**src/rtl/div_result_sequencer.sv**
```systemverilog
// rtl/div_result_sequencer.sv - timed 7-segment display sequencer for packed divider results
// Optional feature macro: DIV_SEQ_REPEAT_EN (loop the current result instead of returning to IDLE)
module div_result_sequencer #(
  parameter int               CNT_W = 24,
  parameter logic [CNT_W-1:0] DWELL = 24'd5000000,
  parameter logic [CNT_W-1:0] GAP   = 24'd1000000
) (
  input  logic       clk,
  input  logic       rst_n,
  input  logic       ena,
  input  logic [7:0] res_in,
  input  logic       res_valid,
  output logic [6:0] seg,
  output logic       dp,
  output logic       busy,
  output logic       ovf
);

  typedef enum logic [2:0] {
    IDLE   = 3'd0,
    SHOW_Q = 3'd1,
    GAP_Q  = 3'd2,
    SHOW_R = 3'd3,
    GAP_R  = 3'd4,
    SHOW_E = 3'd5,
    GAP_E  = 3'd6
  } state_t;

  localparam logic [7:0] ERR_CODE = 8'hFF;
  localparam logic [6:0] SEG_E    = 7'b1111001;

  state_t           state;
  logic [CNT_W-1:0] cnt;
  logic [7:0]       cur;
  logic [7:0]       pend;
  logic             pend_v;

  // gfedcba pattern for one hex digit
  function automatic logic [6:0] hex7(input logic [3:0] d);
    logic [6:0] s;
    case (d)
      4'h0: s = 7'b0111111;
      4'h1: s = 7'b0000110;
      4'h2: s = 7'b1011011;
      4'h3: s = 7'b1001111;
      4'h4: s = 7'b1100110;
      4'h5: s = 7'b1101101;
      4'h6: s = 7'b1111101;
      4'h7: s = 7'b0000111;
      4'h8: s = 7'b1111111;
      4'h9: s = 7'b1101111;
      4'hA: s = 7'b1110111;
      4'hB: s = 7'b1111100;
      4'hC: s = 7'b0111001;
      4'hD: s = 7'b1011110;
      4'hE: s = 7'b1111001;
      default: s = 7'b1110001;
    endcase
    return s;
  endfunction

  logic             show_st;
  logic [CNT_W-1:0] len;
  logic             last;
  logic             seq_end;
  logic             nxt_have;
  logic [7:0]       nxt_val;
  logic [7:0]       launch_val;
  state_t           launch_st;
  logic [6:0]       launch_seg;

  // Dwell/gap length of the current state and the exit / end-of-sequence conditions
  always_comb begin
    show_st  = (state == SHOW_Q) || (state == SHOW_R) || (state == SHOW_E);
    len      = show_st ? DWELL : GAP;
    last     = (cnt == len - 1'b1);
    seq_end  = last && ((state == GAP_R) || (state == GAP_E));
    nxt_have = pend_v | res_valid;
    nxt_val  = pend_v ? pend : res_in;
  end

  // First state and digit of a sequence: new strobe from IDLE, queued result, or a repeat of cur
  always_comb begin
    if (state == IDLE) launch_val = res_in;
    else if (nxt_have) launch_val = nxt_val;
    else               launch_val = cur;
    if (launch_val == ERR_CODE) begin
      launch_st  = SHOW_E;
      launch_seg = SEG_E;
    end else begin
      launch_st  = SHOW_Q;
      launch_seg = hex7(launch_val[7:4]);
    end
  end

  // Sequencer FSM with registered display outputs and the one-entry pending slot
  always_ff @(posedge clk or negedge rst_n) begin
    if (!rst_n) begin
      state  <= IDLE;
      cnt    <= '0;
      cur    <= '0;
      pend   <= '0;
      pend_v <= 1'b0;
      seg    <= '0;
      dp     <= 1'b0;
      busy   <= 1'b0;
      ovf    <= 1'b0;
    end else if (ena) begin
      if (state == IDLE) begin
        if (res_valid) begin
          cur   <= res_in;
          cnt   <= '0;
          state <= launch_st;
          seg   <= launch_seg;
          dp    <= 1'b0;
          busy  <= 1'b1;
        end
      end else begin
        if (!last) begin
          cnt <= cnt + 1'b1;
        end else begin
          cnt <= '0;
          case (state)
            SHOW_Q: begin
              state <= GAP_Q;
              seg   <= '0;
              dp    <= 1'b0;
            end
            GAP_Q: begin
              state <= SHOW_R;
              seg   <= hex7(cur[3:0]);
              dp    <= 1'b1;
            end
            SHOW_R: begin
              state <= GAP_R;
              seg   <= '0;
              dp    <= 1'b0;
            end
            SHOW_E: begin
              state <= GAP_E;
              seg   <= '0;
              dp    <= 1'b0;
            end
            GAP_R, GAP_E: begin
              if (nxt_have) begin
                // Go straight into the next result so no blank IDLE cycle appears
                cur   <= nxt_val;
                state <= launch_st;
                seg   <= launch_seg;
                dp    <= 1'b0;
              end else begin
`ifdef DIV_SEQ_REPEAT_EN
                state <= launch_st;
                seg   <= launch_seg;
                dp    <= 1'b0;
`else
                state <= IDLE;
                seg   <= '0;
                dp    <= 1'b0;
                busy  <= 1'b0;
`endif
              end
            end
            default: begin
              state <= IDLE;
              seg   <= '0;
              dp    <= 1'b0;
              busy  <= 1'b0;
            end
          endcase
        end

        if (seq_end && nxt_have) begin
          // The oldest result moves to cur; a strobe on this cycle refills the slot without overflow
          pend_v <= pend_v & res_valid;
          if (res_valid) pend <= res_in;
        end else if (res_valid) begin
          pend   <= res_in;
          pend_v <= 1'b1;
          if (pend_v) ovf <= 1'b1;
        end
      end
    end
  end

endmodule

```
**config.mk**
```make
export PLATFORM = sky130hd
export DESIGN_NAME = div_result_sequencer
export DESIGN_NICKNAME = d
export VERILOG_FILES = /design/src/rtl/div_result_sequencer.sv
export SDC_FILE = /design/constraint.sdc
export NUM_CORES = 1
export LEC_CHECK = 0
export ABC_AREA = 1
export ABC_CLOCK_PERIOD_IN_PS = 3150
export CELL_PAD_IN_SITES_DETAIL_PLACEMENT = 0
export CELL_PAD_IN_SITES_GLOBAL_PLACEMENT = 2
export CORE_UTILIZATION = 37
export CTS_CLUSTER_DIAMETER = 80
export CTS_CLUSTER_SIZE = 28
export DETAILED_ROUTE_END_ITERATION = 7
export GPL_TIMING_DRIVEN = 1
export PLACE_DENSITY = 0.9
export SLEW_MARGIN = 5
export SYNTH_ARGS = -nofsm -noshare
export SYNTH_HDL_FRONTEND = slang
export SYNTH_SLANG_ARGS = --single-unit
```
**constraint.sdc**
```tcl
create_clock -name clk -period 3.15 [get_ports clk]
set_input_delay 0.7875 -clock clk [delete_from_list [all_inputs] [get_ports clk]]
set_output_delay 0.7875 -clock clk [all_outputs]
set_load 0.01 [all_outputs]
```
==> results of run 1 <==
cell usage after synthesis (2+ instances only):
library cell,number,area (um2)
o21ai_1,10,50.05
nand2_1,143,536.8
clkbuf_1,2,7.510
or2_2,2,12.51
ha_1,12,150.1
a21oi_4,2,32.53
nor4_1,2,12.51
a21oi_1,16,80.08
nor2_2,9,56.30
buf_4,4,30.03
inv_2,8,30.03
o21ai_0,22,110.1
buf_12,2,40.04
buf_2,5,25.02
nor2_1,67,251.5
buf_6,2,22.52
nand3_1,39,195.2
xor2_1,9,78.83
nand2_2,9,56.30
nor3_1,10,50.05
dfrtp_1,54,1351
nand4_1,5,31.28
inv_1,47,176.4
nand2_4,4,45.04
xnor2_1,2,17.52
nand3b_1,2,15.01
nor2_4,2,22.52
placed cells by master, fill, tap and decap left out, drive strengths merged, types with 7 or more instances in the layout:
master and instances:
o21ai 32, dfrtp 54, nand3 39, ha 12, clkdlybuf4s50 20, a21oi 18
nor2 79, nand2 156, xor2 9, nor3 11, inv 56, buf 7
path summary, 6_finish.rpt:
check	startpoint	end	slack (ns)	cells past startpoint
max in group asynchronous	rst_n	seg[2]	2.07	2
min in group asynchronous	rst_n	cnt[6]	0.49	1
hold reg to reg	ovf	ovf	0.48	1
setup / recovery	res_valid	seg[1]	0.53	13
setup reg to reg	state[2]	seg[1]	0.97	12
hold / removal	ovf	ovf	0.48	1
worst reg2reg max path, cell delays in order, from the launching register on:
cell and delay (ns):
dfrtp_1 0.45, nor2_4 0.16, nand2_4 0.19, nand2_1 0.17, nand2_1 0.07, nand2_1 0.16, inv_1 0.15, ha_1 0.30
inv_1 0.04, o21ai_0 0.16, nand3_1 0.10, nand3_1 0.08, a21oi_1 0.07
area by class of cell:
class,count,area [um2],area share
clock buffers,5,68.82,0.01723
clock inverters,2,13.76,0.003446
inverters,56,211.5,0.05294
multi-input cells,380,1924,0.4818
flip-flops and latches,54,1351,0.3383
well taps,129,161.4,0.04041
repair buffers,27,262.8,0.06579
kinds of logic after synthesis:
family / after synthesis
fa+ha+maj: 12
xor+xnor: 11
flops: 54
simple gates: 297
compound gates: 60
buf+inv: 71
power by group through the flow:
stage	Sequential [W]	Clock [W]	Combinational [W]
after floorplan	0.000822	0	0.000280
after global routing	0.000835	0.000440	0.000433
after CTS	0.000825	0.000414	0.000377
final	0.000824	0.000394	0.000371
after global placement	0.000837	0	0.000373
after detailed placement	0.000839	0	0.000376
sequential cells by signal, indices dropped and copies added, names as in the netlist:
signal and count:
state 3, seg 7, cur 8, dp 1, pend 8, cnt 24
ovf 1, pend_v 1, busy 1
per-stage QoR:
step,hold WS [ns],area [um2],worst slack [ns],std cells,utilization
floorplan,0.4422,3612,0.9706,505,-
global placement,0.4559,3911,0.2938,646,0.4193
finish,0.4767,3994,0.5303,653,0.4282
global route,0.5010,3994,0.3026,653,0.4282
detailed placement,0.4583,3911,0.2101,646,0.4193
CTS,0.4853,3994,0.5375,653,0.4282
per-layer routing:
layer,vias to the layer above,GRT usage,part of all wire
met2,44,0.3272,0.50
met5,-,0,0
met3,6,0.02497,0.026
li1,1643,-,-
met1,1483,0.2331,0.47
met4,0,0.04459,0.0081
==> results by group, run 1 <==
Clock network
  – H-tree levels: 2
  – Clock latency at the later pin of the worst-skew pair: just over 0.3 ns
  – Total CTS buffers: 5
  – Hold Buf Count CTS: 0
  – Worst-case clock buffer depth: 2
  – CTS Sinks: 54
  – Worst-path clk slew: 0.10 ns
  – Root Driver: clkbuf_8
  – Postcts setup bufs: 0
  – CTS tree: yes
  – Post-CTS sizing: 0

Pwr
  – Sequential share of power: 0.518
  – Logic pwr share: 0.233
  – Final Power: around 0.0016 W
  – Peak VDD IR: 0.1812 mV
  – Pwr dens: 397.8 nW/um2
  – Clock group share of total power: 0.248
  – Leak Pwr: between 1.5 and 2 nW
  – NetSw: between 0.0005 and 0.0006 W
  – Switching part of the total: 0.3301
  – Internal: between 0.001 and 0.0015 W

Logic synthesis
  – Synth warnings: 0
  – Synth Area in Simple Gates: 0.3661
  – Ys async rst share: 1.000
  – Xor and xnor area share after synthesis: 0.02667
  – Post-synth EDFFs: 0
  – Share of the synthesized area in compound gates (AO/OA/AOI/OAI): 0.09837
  – Synth Area in Adders: 0.04157
  – #FFs+latches synth: 54
  – Mux cell area share after synthesis: 0
  – Yosys cell types: 41
  – Avg Inst Size Synth: a little over 7 um2
  – Register area share after synthesis: 0.3741
  – Syn_nets: 529
  – Largest family of logic cells by synthesized area: simple AND/OR/NAND/NOR gates
  – Cell Area, Synth: 3612 um2
  – Synth Instances: 505
  – Main flop type after synthesis: dfrtp_1

Global routing
  – Grt ovf: 0
  – Global-route wire length before repair: 14.85 mm
  – Largest net degree at the start of global routing: 29
  – Initial antenna violation count: 0
  – Vias in the first global route: 3188
  – GRT Total Usage: 0.1831

Timing
  – Least-Margin Pin Slew: 0.6719 ns
  – FMAX: between 300 and 400 MHz
  – Slew Limit Fails: 0
  – # setup viols final: 0
  – Clk_skew: 0.008332 ns
  – Final hold vios: 0
  – Fin crit share: 0.8317
  – RSZ-0062 raised after global routing: false
  – Fin Setup TNS: 0 ns
  – Final period demand of the worst path: 2.620 ns
  – Rel. slew slack: 0.5486

Layout
  – Area Growth Syn to Fin: 10.56%
  – Fill cells: 998
  – Layout cells sized above 1: 0.1050
  – # diodes: 0
  – # nets final: 548

Detailed routing
  – Drt first pass iters: 5
  – Total number of vias: 3176
  – Final ANT Viol Nets: 0
  – DRC: 0
  – DRT Wirelength: 8.365 mm
  – Vias/cell: 4.864
  – DRT iter0 DRCs: approximately 130
  – WL per Instance: between 10 and 15 um

Floorplanning
  – I/O pin count: 22
  – Die area: around 10000 um2
  – Core area: 9328 um2
  – Row count: 35
  – Die width: 100.8 um
  – Die height: between 100 and 150 um
  – Initial core utilization: 0.3873

Setup path
  – Crit-path slowest cell: clkdlybuf4s50_1
  – Most frequent CP cell: nand2_1
  – Startpoint types: primary input
  – CP cell instances: clkdlybuf4s50_1 > nor2_2 > nand2_1 > nand2_1 > nand2_1 > nand2_1 > inv_1 > ha_1 > inv_1 > o21ai_0 > nand3_1 > nand3_1 > a21oi_1
  – Worst Path Buf+Inv: 3
  – Cell family with most CP delay: buffers and inverters
  – Worst setup EP type: register
  – Largest fanout on the critical path: 7
  – Crit Path Class: primary input to register
  – Required time worst endpoint: 3.35 ns
  – CP max stage delay: 0.56 ns
  – Critical path data arrival time: between 2 and 3 ns

Run
  – MaxCap Viol Count: 0

Place
  – Final GP Congestion: 0.7991
  – DP HPWL: roughly 6.3 mm
  – Port-buffer cells: 21

Run status
  – Status: complete, no violations

Worst hold path
  – Worst min-delay path category: register to register
Power figures use the tool's default switching activity.
==> run 2, diff against run 1 <==
Settings changed: ABC_CLOCK_PERIOD_IN_PS 3150 to 2450, CORE_UTILIZATION 37 to 34, PLACE_DENSITY 0.9 to 0.84.
Clock period 3.15 ns to 2.45 ns, I/O delays scaled along.
==> results by group, run 2 (same netlist as run 1, synthesis figures left out) <==
Layout
  – Top Registers: cnt x24, cur x8, pend x8
  – Reg with most FFs: cnt
  – Max reg flops: 24 (unchanged)
  – Commonest non-fill, non-tap cells in the layout: nand2_1, nor2_1, dfrtp_1, inv_1, nand3_1
  – Non-Filler Instances: 678 (+3.8%)
  – Final Cell Area: 4185 um2 (+4.8%)
  – Layout cells sized above 1: 0.1347 (+0.02972)
  – # diodes: 0 (unchanged)
  – Fill cells: 1111 (+11%)
  – Area Growth Syn to Fin: 15.86%
  – # nets final: 566 (+3.3%)
  – Commonest non-fill, non-tap cell in the layout: nand2_1

Run
  – MaxCap Viol Count: 0 (unchanged)

Place
  – Placed cell areas: 4068 um2 (+4.0%)
  – Inst Count DP: 671 (+3.9%)
  – DP Worst Slack: -0.1133 ns (-0.3235 ns)
  – Port-buffer cells: 21 (unchanged)
  – Final GP Congestion: 0.8268 (+3.5%)
  – DP HPWL: 6.703 mm (+5.7%)

Floorplanning
  – Die area: 11040 um2 (+8.7%)
  – Row count: 37 (+5.7%)
  – Core area: 10320 um2 (+11%)
  – Initial core utilization: 0.3499 (-0.03736)
  – I/O pin count: 22 (unchanged)
  – Die height: 105.1 um (+4.2%)
  – Die width: 105.1 um (+4.2%)

Setup path
  – Startpoint types: primary input
  – Largest fanout on the critical path: 5 (-2)
  – Required time worst endpoint: 2.68 ns (-0.67 ns)
  – R2r startpoint: pend_v
  – Worst setup EP type: register
  – Crit Reg-Reg Endpoint: seg[5]
  – R2R Setup Slk: 0.31 ns (-0.66 ns)
  – R2R depth: 12 (unchanged)
  – Critical path data arrival time: 2.47 ns (-0.35 ns)
  – Crit Path Class: primary input to register

Timing
  – # setup viols final: 0 (unchanged)
  – Rel. slew slack: 0.7045 (+0.1559)
  – Least-Margin Pin Slew: 0.4432 ns (-0.2287 ns)
  – Final setup margin: 0.2167 ns (-0.3136 ns)
  – Final hold vios: 0 (unchanged)
  – Fin Setup TNS: 0 ns (unchanged)
  – RSZ-0062 raised after global routing: false
  – FMAX: 447.8 MHz
  – Slew Limit Fails: 0 (unchanged)
  – Final period demand of the worst path: 2.233 ns
  – Fin crit share: 0.9116
  – Clk_skew: 0.008880 ns (+0.0005476 ns)

Global routing
  – Largest net degree at the start of global routing: 55 (+90%)
  – Grt ovf: 0 (unchanged)
  – Global-route wire length before repair: 15.40 mm (+3.7%)
  – Vias in the first global route: 3310 (+3.8%)
  – GRT Total Usage: 0.1740 (-0.009096)
  – Initial antenna violation count: 0 (unchanged)

Detailed routing
  – DRT Wirelength: 8.790 mm (+5.1%)
  – Total number of vias: 3279 (+3.2%)
  – DRT iter0 DRCs: 91 (-31%)
  – Drt first pass iters: 4 (-1)
  – Vias/cell: 4.836 (-0.56%)
  – DRC: 0 (unchanged)
  – WL per Instance: 12.96 um (+1.2%)
  – Final ANT Viol Nets: 0 (unchanged)

Clock network
  – Total CTS buffers: 5 (unchanged)
  – Hold Buf Count CTS: 0 (unchanged)
  – H-tree levels: 2 (unchanged)
  – Worst-path clk slew: 0.11 ns (about the same)
  – Root Driver: clkbuf_8
  – Clock latency at the later pin of the worst-skew pair: 0.31 ns (about the same)
  – CTS tree: yes
  – CTS Sinks: 54 (unchanged)
  – Worst-case clock buffer depth: 2 (unchanged)

Pwr
  – Leak Pwr: 2.066 nW (+5.4%)
  – Pwr dens: 531.9 nW/um2 (+34%)
  – Final Power: 0.002226 W (+40%)
  – Peak VDD IR: 0.2338 mV (+29%)

Run status
  – Status: complete, no violations

Worst hold path
  – Worst min-delay path category: primary input to async pin
==> run 2: cell count changes in the layout (fill, tap and decap cells not counted), sizes merged <==
| cell | previous run | this run |
|---|---|---|
| clkinv | 2 | 1 |
| bufinv | 0 | 1 |
| buf | 7 | 25 |
| clkbuf | 5 | 6 |
| inv | 56 | 55 |
==> run 2: through the flow <==
stage	util	hold WS (ns)
after CTS	0.4049	0.3041
final	0.4054	0.2860
after global placement	0.3940	0.4550
after global routing	0.4054	0.3183
after floorplan	-	0.3169
after detailed placement	0.3940	0.4588
==> run 2: how the worst max path moves through the flow <==
stage	cells past startpoint	endpoint	from
3_3_place_gp	13	seg[6]	res_valid
3_5_place_dp	13	seg[5]	res_valid
2_1_floorplan	13	seg[1]	res_valid
5_1_grt	13	seg[5]	res_valid
6_report	12	seg[5]	res_valid
4_1_cts	13	seg[5]	res_valid
==> run 2: power breakdown <==
| part | internal (W) | leakage (nW) | switching [W] | total [W] |
|---|---|---|---|---|
| logic | 0.000228 | 1.34 | 0.000296 | 0.000524 |
| clock network | 0.000328 | 0.0573 | 0.000313 | 0.000641 |
| registers | 0.000977 | 0.669 | 0.0000839 | 0.00106 |
==> run 2: worst max-delay path, cell delays in order <==
cell,delay [ns]
clkdlybuf4s50_1,0.55
nor2_4,0.06
a21oi_1,0.15
nor2_1,0.06
nor2_2,0.14
ha_1,0.27
nand2_1,0.09
nor2_2,0.15
nand2_2,0.09
nand3_1,0.08
nand2_1,0.07
a21oi_1,0.14
==> run 2: routing by layer <==
metal	track usage	wire, um
met1	0.2095	3956
met2	0.3236	4516
met3	0.02246	175
met4	0.04628	142
met5	0	0
==> run 2: cell type report <==
type | instances | area (um2) | area share
clock buffer | 6 | 82.58 | 0.01973
inverter | 56 | 211.5 | 0.05052
sequential | 54 | 1351 | 0.3229
timing repair buffer | 45 | 410.4 | 0.09806
tap | 136 | 170.2 | 0.04066
clock inverter | 1 | 30.03 | 0.007175
multi-input combinational | 380 | 1929 | 0.4610
==> run 2: repair_timing <==
item / 4_1_cts / 5_1_grt
setup buffers: 0 / 0
resized for setup: 0 / 1
endpoints found under the setup margin: 0 / 3
==> run 3, diff against run 2 <==
==> constraint.sdc (replaced) <==
create_clock -name clk -period 2.45 [get_ports clk]
set_input_delay 0.245 -clock clk [delete_from_list [all_inputs] [get_ports clk]]
set_output_delay 0.245 -clock clk [all_outputs]
set_load 0.01 [all_outputs]
==> results by group, run 3 (same netlist as run 1, synthesis figures left out) <==
Global routing
  – Global-route wire length before repair: 15.29 mm (-0.71%)
  – GRT Total Usage: 0.1722 (-0.001808)
  – Grt ovf: 0 (unchanged)
  – Initial antenna violation count: 0 (unchanged)
  – Largest net degree at the start of global routing: 29 (-47%)
  – Vias in the first global route: 3238 (-2.2%)

Floorplanning
  – Initial core utilization: 0.3499 (unchanged)
  – Die width: 105.1 um (unchanged)
  – Core area: 10320 um2 (unchanged)
  – Row count: 37 (unchanged)
  – I/O pin count: 22 (unchanged)
  – Die area: 11040 um2 (unchanged)
  – Die height: 105.1 um (unchanged)

Detailed routing
  – DRT Wirelength: 8.664 mm (-1.4%)
  – Drt first pass iters: 4 (unchanged)
  – Total number of vias: 3210 (-2.1%)
  – DRC: 0 (unchanged)
  – DRT iter0 DRCs: 108 (+19%)
  – WL per Instance: 12.99 um (+0.19%)
  – Vias/cell: 4.813 (-0.49%)
  – Final ANT Viol Nets: 0 (unchanged)

Clock network
  – Postcts setup bufs: 0 (unchanged)
  – Total CTS buffers: 5 (unchanged)
  – H-tree levels: 2 (unchanged)
  – Worst-case clock buffer depth: 2 (unchanged)
  – Worst-path clk slew: 0.11 ns (about the same)
  – Clock latency at the later pin of the worst-skew pair: 0.32 ns (about the same)
  – Root Driver: clkbuf_8
  – CTS Sinks: 54 (unchanged)
  – CTS tree: yes

Timing
  – Final hold vios: 0 (unchanged)
  – # setup viols final: 0 (unchanged)
  – RSZ-0062 raised after global routing: false
  – FMAX: 470.5 MHz (+5.1%)
  – Least-Margin Pin Slew: 0.6788 ns (+0.2356 ns)
  – Fin crit share: 0.8675 (-0.04403)
  – Final setup margin: 0.3245 ns (+0.1079 ns)
  – Clk_skew: 0.01345 ns (+0.004575 ns)
  – Rel. slew slack: 0.5474 (-0.1571)
  – Fin Setup TNS: 0 ns (unchanged)
  – Final period demand of the worst path: 2.125 ns (-0.1079 ns)
  – Min Hold Slack: 0.4851 ns (+0.1991 ns)
  – Slew Limit Fails: 0 (unchanged)

Layout
  – # diodes: 0 (unchanged)
  – Top Registers: cnt x24, cur x8, pend x8
  – Fill cells: 1111 (unchanged)
  – Commonest non-fill, non-tap cell in the layout: nand2_1
  – Max reg flops: 24 (unchanged)
  – Non-Filler Instances: 667 (-1.6%)
  – Reg with most FFs: cnt
  – Commonest non-fill, non-tap cells in the layout: nand2_1, nor2_1, dfrtp_1, inv_1, nand3_1
  – Layout cells sized above 1: 0.1168 (-0.01793)
  – Area Growth Syn to Fin: 12.99%
  – # nets final: 554 (-2.1%)

Place
  – DP Worst Slack: 0.1875 ns (+0.3008 ns)
  – Port-buffer cells: 21 (unchanged)
  – Inst Count DP: 658 (-1.9%)
  – Final GP Congestion: 0.7969 (-3.6%)
  – DP HPWL: 6.727 mm (+0.36%)

Setup path
  – Crit Path Class: register to register
  – Startpoint types: register
  – Required time worst endpoint: 2.65 ns (-0.03 ns)
  – Largest fanout on the critical path: 11 (+6)
  – Worst setup EP type: register
  – Critical path data arrival time: 2.33 ns (-0.14 ns)

Pwr
  – Pwr dens: 534.8 nW/um2 (+0.56%)
  – Peak VDD IR: 0.2214 mV (-5.3%)
  – Leak Pwr: 2.000 nW (-3.2%)

Run status
  – Status: complete, no violations

Worst hold path
  – Worst min-delay path category: primary input to async pin

Run
  – MaxCap Viol Count: 0 (unchanged)
[run 3: cell count changes in the layout (fill, tap and decap cells not counted), sizes merged]
cell	previous run	this run
buf	25	12
inv	55	56
clkinv	1	2
dlygate4sd3	0	1
clkbuf	6	5
[run 3: path summary, 6_finish.rpt]
kind / endpoint / slack (ns) / cells past startpoint / start
setup reg to reg: seg[1] / 0.32 / 12 / pend_v
hold reg to reg: pend[4] / 0.49 / 2 / pend[4]
max in group asynchronous: dp / 1.36 / 3 / rst_n
min in group clk: pend[4] / 0.49 / 2 / pend[4]
hold / removal: cnt[4] / 0.49 / 2 / rst_n
setup / recovery: seg[1] / 0.32 / 12 / pend_v
[run 3: final cells by class]
cell class                      instances  area, um2  share of cell area
Inverter                               56      211.5             0.05181
Multi-Input combinational cell        380       1924              0.4715
Clock buffer                            5      68.82             0.01686
Clock inverter                          3      43.79             0.01073
Tap cell                              136      170.2             0.04169
Sequential cell                        54       1353              0.3314
Timing Repair Buffer                   33      310.3             0.07603
[run 3: per-stage QoR]
stage	total power [W]	util	area, um2
floorplan	0.001416	-	3612
global placement	0.001567	0.3833	3958
CTS	0.002219	0.3952	4080
global route	0.002322	0.3953	4081
finish	0.002183	0.3953	4081
detailed placement	0.001576	0.3833	3958
[run 3: what timing repair did]
action,4_1_cts,5_1_grt
gates resized for setup,0,1
setup endpoints to repair,0,1
hold endpoints to repair,26,0
hold buffers,1,0
[run 3: critical path: stages (launching register included)]
cell     delay, ns
dfrtp_2       0.51
inv_2         0.14
nand2_1       0.07
nand2_1       0.13
nand2_1       0.07
nand2_1       0.15
inv_1         0.15
ha_1          0.30
inv_1         0.04
o21ai_0       0.17
nand3_1       0.12
nand3_1       0.09
a21oi_1       0.06
[run 3: layer usage]
layer,vias to the layer above,track usage,share of wire
li1,1647,-,-
met1,1518,0.2182,0.48
met2,32,0.3018,0.49
met3,13,0.02371,0.015
met4,0,0.05433,0.015
met5,-,0,0
[run 3: where the power goes]
group | internal [W] | switching [W]
Combinational | 0.000199 | 0.000292
Clock | 0.000307 | 0.000323
Sequential | 0.000977 | 0.0000841
